--- src/rtl/jogo_sequencia_param.sv ---
// Sequence-memory game engine: LFSR-generated or player-recorded sequences, one-hot LED
// playback, per-input timeout and the control FSM in one block.
module jogo_sequencia_param #(
    parameter int unsigned NUM_BOTOES   = 4,
    parameter int unsigned PROFUNDIDADE = 16,
    parameter int unsigned T_MOSTRA     = 4,
    parameter int unsigned T_INTERVALO  = 2,
    parameter int unsigned T_TIMEOUT    = 20,
    parameter logic [15:0] SEMENTE      = 16'hACE1
) (
    input  logic                            clock,
    input  logic                            reset,
    input  logic                            iniciar,
    input  logic                            modo_grava,
    input  logic [NUM_BOTOES-1:0]           botoes,
    output logic [NUM_BOTOES-1:0]           leds,
    output logic                            pronto,
    output logic                            acertou,
    output logic                            errou,
    output logic                            timeout,
    output logic [$clog2(PROFUNDIDADE)-1:0] rodada,
    output logic [3:0]                      db_estado
);

    localparam int unsigned AW   = $clog2(PROFUNDIDADE);
    localparam int unsigned TM1  = (T_MOSTRA > T_INTERVALO) ? T_MOSTRA : T_INTERVALO;
    localparam int unsigned TMAX = (TM1 > T_TIMEOUT) ? TM1 : T_TIMEOUT;
    localparam int unsigned CW   = $clog2(TMAX + 1);

    typedef enum logic [3:0] {
        StInicial    = 4'd0,
        StPrepara    = 4'd1,
        StGera       = 4'd2,
        StMostraLed  = 4'd3,
        StMostraGap  = 4'd4,
        StEspera     = 4'd5,
        StCompara    = 4'd6,
        StGrava      = 4'd7,
        StProxRodada = 4'd8,
        StFimAcerto  = 4'd9,
        StFimErro    = 4'd10,
        StFimTimeout = 4'd11
    } estado_e;

    estado_e               estado_q, estado_d;
    logic [AW-1:0]         rodada_q, rodada_d;
    logic [AW-1:0]         endereco_q, endereco_d;
    logic [CW-1:0]         cnt_q, cnt_d;
    logic [NUM_BOTOES-1:0] jogada_q, jogada_d;
    logic                  modo_q, modo_d;
    logic [15:0]           lfsr_q;
    logic [NUM_BOTOES-1:0] botoes_ant_q;

    logic [NUM_BOTOES-1:0] mem [PROFUNDIDADE];
    logic                  mem_we;
    logic [AW-1:0]         mem_waddr;
    logic [NUM_BOTOES-1:0] mem_wdata;

    logic                  lfsr_fb;
    logic [7:0]            elem_idx;
    logic [NUM_BOTOES-1:0] elem_lfsr;
    logic                  play_evento;
    logic                  play_valido;
    logic                  expira;
    logic                  ultima_rodada;
    logic [AW-1:0]         rodada_inc;

    assign lfsr_fb   = lfsr_q[0] ^ lfsr_q[2] ^ lfsr_q[3] ^ lfsr_q[5];
    assign elem_idx  = lfsr_q[7:0] % 8'(NUM_BOTOES);
    assign elem_lfsr = NUM_BOTOES'(1) << elem_idx;

    // Rising edge of "any button": a held button cannot retrigger.
    assign play_evento   = (botoes != '0) && (botoes_ant_q == '0);
    assign play_valido   = $onehot(botoes);
    assign expira        = (cnt_q == CW'(T_TIMEOUT - 1));
    assign ultima_rodada = (rodada_q == AW'(PROFUNDIDADE - 1));
    assign rodada_inc    = ultima_rodada ? rodada_q : rodada_q + AW'(1);

    always_comb begin
        estado_d   = estado_q;
        rodada_d   = rodada_q;
        endereco_d = endereco_q;
        cnt_d      = '0;
        jogada_d   = jogada_q;
        modo_d     = modo_q;
        mem_we     = 1'b0;
        mem_waddr  = rodada_q;
        mem_wdata  = elem_lfsr;
        leds       = '0;
        case (estado_q)
            StInicial: if (iniciar) estado_d = StPrepara;
            StPrepara: begin
                rodada_d   = '0;
                endereco_d = '0;
                modo_d     = modo_grava;
                estado_d   = StGera;
            end
            StGera: begin
                mem_we   = 1'b1;
                estado_d = StMostraLed;
            end
            StMostraLed: begin
                leds = mem[endereco_q];
                if (cnt_q == CW'(T_MOSTRA - 1)) estado_d = StMostraGap;
                else cnt_d = cnt_q + CW'(1);
            end
            StMostraGap: begin
                if (cnt_q == CW'(T_INTERVALO - 1)) begin
                    if (endereco_q == rodada_q) begin
                        endereco_d = '0;
                        estado_d   = StEspera;
                    end else begin
                        endereco_d = endereco_q + AW'(1);
                        estado_d   = StMostraLed;
                    end
                end else begin
                    cnt_d = cnt_q + CW'(1);
                end
            end
            // A play in the expiry cycle takes priority over the timeout.
            StEspera: begin
                if (play_evento) begin
                    jogada_d = botoes;
                    estado_d = StCompara;
                end else if (expira) begin
                    estado_d = StFimTimeout;
                end else begin
                    cnt_d = cnt_q + CW'(1);
                end
            end
            StCompara: begin
                if (jogada_q != mem[endereco_q]) begin
                    estado_d = StFimErro;
                end else if (endereco_q < rodada_q) begin
                    endereco_d = endereco_q + AW'(1);
                    estado_d   = StEspera;
                end else if (ultima_rodada) begin
                    estado_d = StFimAcerto;
                end else if (modo_q) begin
                    estado_d = StGrava;
                end else begin
                    estado_d = StProxRodada;
                end
            end
            StGrava: begin
                if (play_evento) begin
                    if (play_valido) begin
                        mem_we     = 1'b1;
                        mem_waddr  = rodada_q + AW'(1);
                        mem_wdata  = botoes;
                        rodada_d   = rodada_inc;
                        endereco_d = '0;
                        estado_d   = StEspera;
                    end else begin
                        estado_d = StFimErro;
                    end
                end else if (expira) begin
                    estado_d = StFimTimeout;
                end else begin
                    cnt_d = cnt_q + CW'(1);
                end
            end
            StProxRodada: begin
                rodada_d   = rodada_inc;
                endereco_d = '0;
                estado_d   = StGera;
            end
            StFimAcerto, StFimErro, StFimTimeout: if (iniciar) estado_d = StPrepara;
            default: estado_d = StInicial;
        endcase
    end

    always_ff @(posedge clock) begin
        if (reset) begin
            estado_q     <= StInicial;
            rodada_q     <= '0;
            endereco_q   <= '0;
            cnt_q        <= '0;
            jogada_q     <= '0;
            modo_q       <= 1'b0;
            lfsr_q       <= SEMENTE;
            botoes_ant_q <= '0;
        end else begin
            estado_q     <= estado_d;
            rodada_q     <= rodada_d;
            endereco_q   <= endereco_d;
            cnt_q        <= cnt_d;
            jogada_q     <= jogada_d;
            modo_q       <= modo_d;
            lfsr_q       <= {lfsr_fb, lfsr_q[15:1]};
            botoes_ant_q <= botoes;
        end
    end

    // Sequence storage is never cleared; each entry is written before it is replayed.
    always_ff @(posedge clock) begin
        if (mem_we) mem[mem_waddr] <= mem_wdata;
    end

    assign pronto    = (estado_q == StInicial);
    assign acertou   = (estado_q == StFimAcerto);
    assign errou     = (estado_q == StFimErro);
    assign timeout   = (estado_q == StFimTimeout);
    assign rodada    = rodada_q;
    assign db_estado = estado_q;

endmodule

--- config.mk ---
export PLATFORM = sky130hd
export DESIGN_NAME = jogo_sequencia_param
export DESIGN_NICKNAME = d
export VERILOG_FILES = /design/src/rtl/jogo_sequencia_param.sv
export SDC_FILE = /design/constraint.sdc
export NUM_CORES = 1
export LEC_CHECK = 0
export BUFFER_PORTS_ARGS = -buffer_cell sky130_fd_sc_hd__buf_2
export CORE_MARGIN = 2
export CORE_UTILIZATION = 61
export DETAILED_ROUTE_END_ITERATION = 6
export MAX_ROUTING_LAYER = met4
export PLACE_DENSITY = 0.83
export SYNTH_ARGS = -nofsm -noshare
export SYNTH_HDL_FRONTEND = slang
export SYNTH_SLANG_ARGS = --single-unit
export TNS_END_PERCENT = 1
--- constraint.sdc ---
create_clock -name clock -period 4.8 [get_ports clock]
set_clock_uncertainty 0.2 [all_clocks]
set_input_delay 0.48 -clock clock [delete_from_list [all_inputs] [get_ports clock]]
set_output_delay 0.48 -clock clock [all_outputs]
set_load 0.005 [all_outputs]
== After elaboration in Yosys (flattened, before gate mapping) ==
Memory sizes are Yosys's and may differ from the RTL's. A register that Yosys moved wholly into a read port is not among the register bits.
Index checks and enable logic that the tools add are counted.
Storage, ports and cells
  memories: 1
  register bits after elaboration: 42
  memory bits (writable): 64
  output and inout bits: 16
Cells by class
  eq/ne operators: 25
  add/sub/neg operators: 6
  multiplexer cells: 43
  reductions and logical operators: 13
  magnitude comparators: 1
  bitwise logic cells: 3
  shift-type cells: 1
Memory list
  mem: depth 16, width 4, read ports 1, clocked after Yosys merged registers in 1, write ports 1, line 54  | logic [NUM_BOTOES-1:0] mem [PROFUNDIDADE];
Operators by type and width (number)
  two-way mux 4 bit: 29
  case mux 4 bit (8 select lines): 1
  equality test 4 bit, second input constant: 5
  two-way mux 5 bit: 4
  equality test 4 x 3 -> 1 bit, second input constant: 4
  case mux 4 bit (4 select lines): 1
  case mux 5 bit (3 select lines): 1
  inequality test 2 bit, second input constant: 6
  case mux 4 bit (3 select lines): 1
  adder 4 x 1 -> 4 bit, second input constant: 2
  equality test 4 x 2 -> 1 bit, second input constant: 2
  logical NOT 4 bit: 2
  nonzero test 4 bit: 2
  AND reduction 3 bit: 2
  AND reduction 6 bit: 1
  adder 5 x 1 -> 5 bit, second input constant: 1
  equality test 5 x 1 -> 1 bit, second input constant: 1
  equality test 5 x 2 -> 1 bit, second input constant: 1
  equality test 5 bit, second input constant: 1
  adder 1 x 1 -> 2 bit: 2
  equality test 4 x 1 -> 1 bit, second input constant: 1
  equality test 4 bit: 1
  less-than comparator 4 bit: 1
  two-way mux 1 bit: 4
  13 further kinds: 16

== Logic depth before layout (Yosys ltp) ==
  depth in word-level cells: 8
  depth in mapped cells: 12

== Worst setup path before layout ==
Ideal clock, no wire load.
  path kind: input port to flip-flop
  start point: input port botoes[0]
  end point: memory mem[0][0] (data pin)
  setup slack: 1.110 ns
  data required time: 4.270 ns
  stages on the path: 10
  data arrival time: 3.160 ns
  library setup time: 0.330 ns
  cells stage by stage: inv_1 fa_1 inv_1 ha_1 ha_1 nor3b_1 nand3_1 or3_1 clkbuf_1 o21ai_0
On the way
  longest elaborated chain between the ends: 6
  elaborated cells between the ends (all ways): 8
  those cells by class: add/sub (2); eq/ne (1); mux (3); reduce/logical (2)
RTL lines
  start, declared: line 15  | input logic [NUM_BOTOES-1:0] botoes,
  adder 1 x 1 -> 2 bit (implied by the code): line 74  | assign play_valido = $onehot(botoes);
  adder 2 x 2 -> 3 bit (implied by the code): line 74
  equality test 3 x 1 -> 1 bit: line 74
  two-way mux 4 bit: line 147  | if (play_valido) begin
  two-way mux 4 bit (*): line 146  | if (play_evento) begin
  two-way mux 4 bit (*): line 90  | case (estado_q)
  named net mem_wdata[0]: line 57  | logic [NUM_BOTOES-1:0] mem_wdata;
  end, declared: line 54
Mark *: on every way through the listed nets, which the timed path passes. The rest lies on a longest branch.

== Final worst setup path ==
  start point: input port botoes[0]
  end point: memory mem[7][0] (enable)
On the way
  longest elaborated chain between the ends: 8
  elaborated cells between the ends (all ways): 13
  those cells by class: add/sub (2); eq/ne (1); mux (8); reduce/logical (2)
RTL lines
  adder 1 x 1 -> 2 bit (implied by the code): line 74
  adder 2 x 2 -> 3 bit (implied by the code): line 74
  equality test 3 x 1 -> 1 bit: line 74
  two-way mux 1 bit: line 147
  two-way mux 1 bit: line 146
  case mux 1 bit (2 select lines): line 90
  two-way mux 1 bit: line 197  | if (mem_we) mem[mem_waddr] <= mem_wdata;
  two-way mux 1 bit (implied by the code): line 197
Several ways; a longest one is shown, not always the timed one.

==> metrics.md <==
| Metric | Value |
|---|---|
| CTS max path bufs | 2 |
| Largest net degree at the start of global routing | 42 |
| Cell accounting for the most synthesized area | edfxtp_1 |
| Crit path time final | between 3000 and 4000 ps |
| Reg-to-reg setup timing slack | around 1300 ps |
| FMAX | between 200 and 300 MHz |
| Setup crit end kind | flop |
| Place WS | 933 ps |
| Clk sink count | 110 |
| Crit share post-route | 0.739 |
| Yosys top cell area share | 0.380 |
| Grt met2 use | 0.371 |
| Worst Path Required | 4630 ps |
| WS Path Type | in -> reg |
| GP Congestion | about 0.9 |
| Count leader, synth | edfxtp_1 |
| I/O pins | 24 |
| First-pass GRT wire length | 16.7 mm |
| Peak supply drop | 200 uV |
| Worst-path clk slew | 110 ps |
| Initial antenna violation count | 0 |
| GR peak layer | met2 |
| PortBufs | 23 |
| Worst hold start | modo_grava |
| Vias per cell | 6.21 |
| Routed via count | 3,502 |
| DRC | 0 |
| Leak | between 1.5 and 2 nW |
| Register area share after synthesis | 0.563 |
| Worst slew margin | 0.433 |
| Core area | 8130 um^2 |
| Nets | 474 |
| Initial DRT Pass Iterations | 5 |
| Max FO, Critical Path | 12 |
| Post-CTS Resized | 0 |
| Ys async rst share | 0 |
| Worst setup margin | 1260 ps |
| Area grow syn2layout | 8.39% |
| YS warnings | 0 |
| TritonCTS clock tree | done |
| Final setup vio count | 0 |
| Crit path launch type | input port |
| Number of enable flip-flop cells after synthesis | 64 |
| GRT Total Usage | 0.255 |
| HP Class | in -> reg |
| Yosys cell types | 60 |
| Die height | ~95 um |
| Share of cells above drive strength 1 | 0.157 |
| Worst Tran Pin Value | 849 ps |
| CTS Buf Count | 9 |
| Post-route ant nets | 0 |
| Critical path's largest stage delay | 550 ps |
| Count of final max-slew check failures | 0 |
| Primary FF master, synth | edfxtp_1 |
| Average size of a mapped cell | between 10 and 15 um^2 |
| Setup TNS | 0 ps |
| Initial Util | 0.621 |
| GR Util met1 | 0.365 |
| Worst skew pair latency | 360 ps |
| Synth top area cells | edfxtp_1 (38%), dfxtp_1 (18%), nor2_1 (4.1%), mux4_2 (4.0%), mux4_1 (3.6%) |
| H-tree Lvls | 3 |
| Hold_buf cts | 0 |
| Setup bufs post-CTS | 0 |
| RSZ-0062 raised after global routing | false |
| Die X | 95.0 um |
| Max-cap violations | 0 |
| Fillcell total | between 500 and 600 |
| Worst Reg2Reg Path Length in Cells | 7 |
| Post-Syn Area | 5050 um^2 |
| Crit-path cells | buf_2 -> inv_1 -> fa_1 -> inv_1 -> ha_1 -> ha_1 -> nor3b_1 -> nand3_1 -> or3_1 -> nor3_1 -> a31oi_1 -> nor2_1 |
| Power Dens Cells | 367 nW/um^2 |
| Final Hold Viols | 0 |
| Worst path arrival time | ~3400 ps |
| Initial DRC Count | 504 |
| CTS Root Cell | clkbuf_8 |
| CP Capture Point | mem[7][0] |
| #FFs+latches synth | 110 |
| Post-Route WL | between 10 and 15 mm |
| Met3 Track Usage GR | 0.0514 |
| Synth Net Count | 452 |
| Synth Instances | 432 |
| Status | finished clean |
| Die area | 9030 um^2 |
| FP Rows | 33 |
| WL per Instance | 18.4 um |
| DP HPWL | 7.19 mm |
| Top cells by instance count after synthesis | edfxtp_1 (64), nor2_1 (55), dfxtp_1 (46) |
| Vias in the first global route | around 3,200 |
| Total gr overflow | 0 |
| CP startpoint | botoes[0] |
| Number of antenna diodes | 0 |
| Slowest cell on the critical path | fa_1 |
## per-stage QoR
stage | util | power [mW] | cell area (um^2) | instances | hold slack [ps]
4_1_cts | 0.673 | 2.01 | 5480 | 564 | 142
5_1_grt | 0.673 | 2.10 | 5480 | 564 | 143
3_5_place_dp | 0.648 | 1.46 | 5270 | 548 | 200
2_1_floorplan | - | 1.36 | 5050 | 432 | 189
6_report | 0.673 | 2.01 | 5480 | 564 | 150
3_3_place_gp | 0.648 | 1.45 | 5270 | 548 | 200
## worst min path at each step
stage,slack (ps),end,depth (start not counted)
global route,140,modo_q,3
global placement,200,lfsr_q[5],1
CTS,140,modo_q,3
finish,150,modo_q,3
detailed placement,200,lfsr_q[10],1
floorplan,190,lfsr_q[10],1
## registers in the layout, summed over array words and instances, names as in the netlist, named ones only
register      count
lfsr_q           16
modo_q            1
mem              64
botoes_ant_q      4
jogada_q          4
cnt_q             5
endereco_q        4
db_estado         4
rodada            4
## critical path, delay by kind of cell
| kind | cells | cell delay [ps] |
|---|---|---|
| AND/OR/NAND/NOR | 5 | 1540 |
| adder cells (fa/ha/maj) | 3 | 990 |
| buffers and inverters | 3 | 210 |
| AO/OA/AOI/OAI | 1 | 140 |
## cell families after synthesis
kind of cell	count (synthesis)	synth area share
adders and majority gates	12	0.0312
muxes	27	0.0988
DFF	110	0.563
xor gates and xnor gates	12	0.0208
and+or+nand+nor	165	0.167
AOI/OAI and AO/OA	73	0.0936
buffers and inverters	33	0.0262
## cells in the final DEF (no fill, tap or decap), types with 10 or more instances in the layout
cell type,count
edfxtp_1,64
nor2_1,55
dfxtp_1,46
a21oi_1,30
nand2_1,23
buf_2,23
nor2b_1,19
inv_1,15
nor3_1,13
o21ai_0,13
nand3_1,12
ha_1,11
clkbuf_8,10
## routing by layer
| layer | wire length, um | share of wire |
|---|---|---|
| met5 | 0 | 0 |
| met4 | 199 | 0.019 |
| met3 | 774 | 0.074 |
| met2 | 4880 | 0.47 |
| met1 | 4550 | 0.44 |
## layout make-up
cell class | instances | area [um^2] | area share
Clock inverter | 5 | 46.3 | 0.00845
Tap cell | 105 | 131 | 0.0240
Multi-Input combinational cell | 289 | 2080 | 0.379
Clock buffer | 11 | 163 | 0.0297
Timing Repair Buffer | 29 | 160 | 0.0292
Inverter | 15 | 56.3 | 0.0103
Sequential cell | 110 | 2840 | 0.519
## power breakdown
group	switching (mW)	internal (mW)	leakage (nW)
Sequential	0.0467	1.03	0.985
Combinational	0.224	0.145	0.876
Clock	0.322	0.243	0.107
Total	0.593	1.42	1.97
Power figures use the tool's default switching activity.
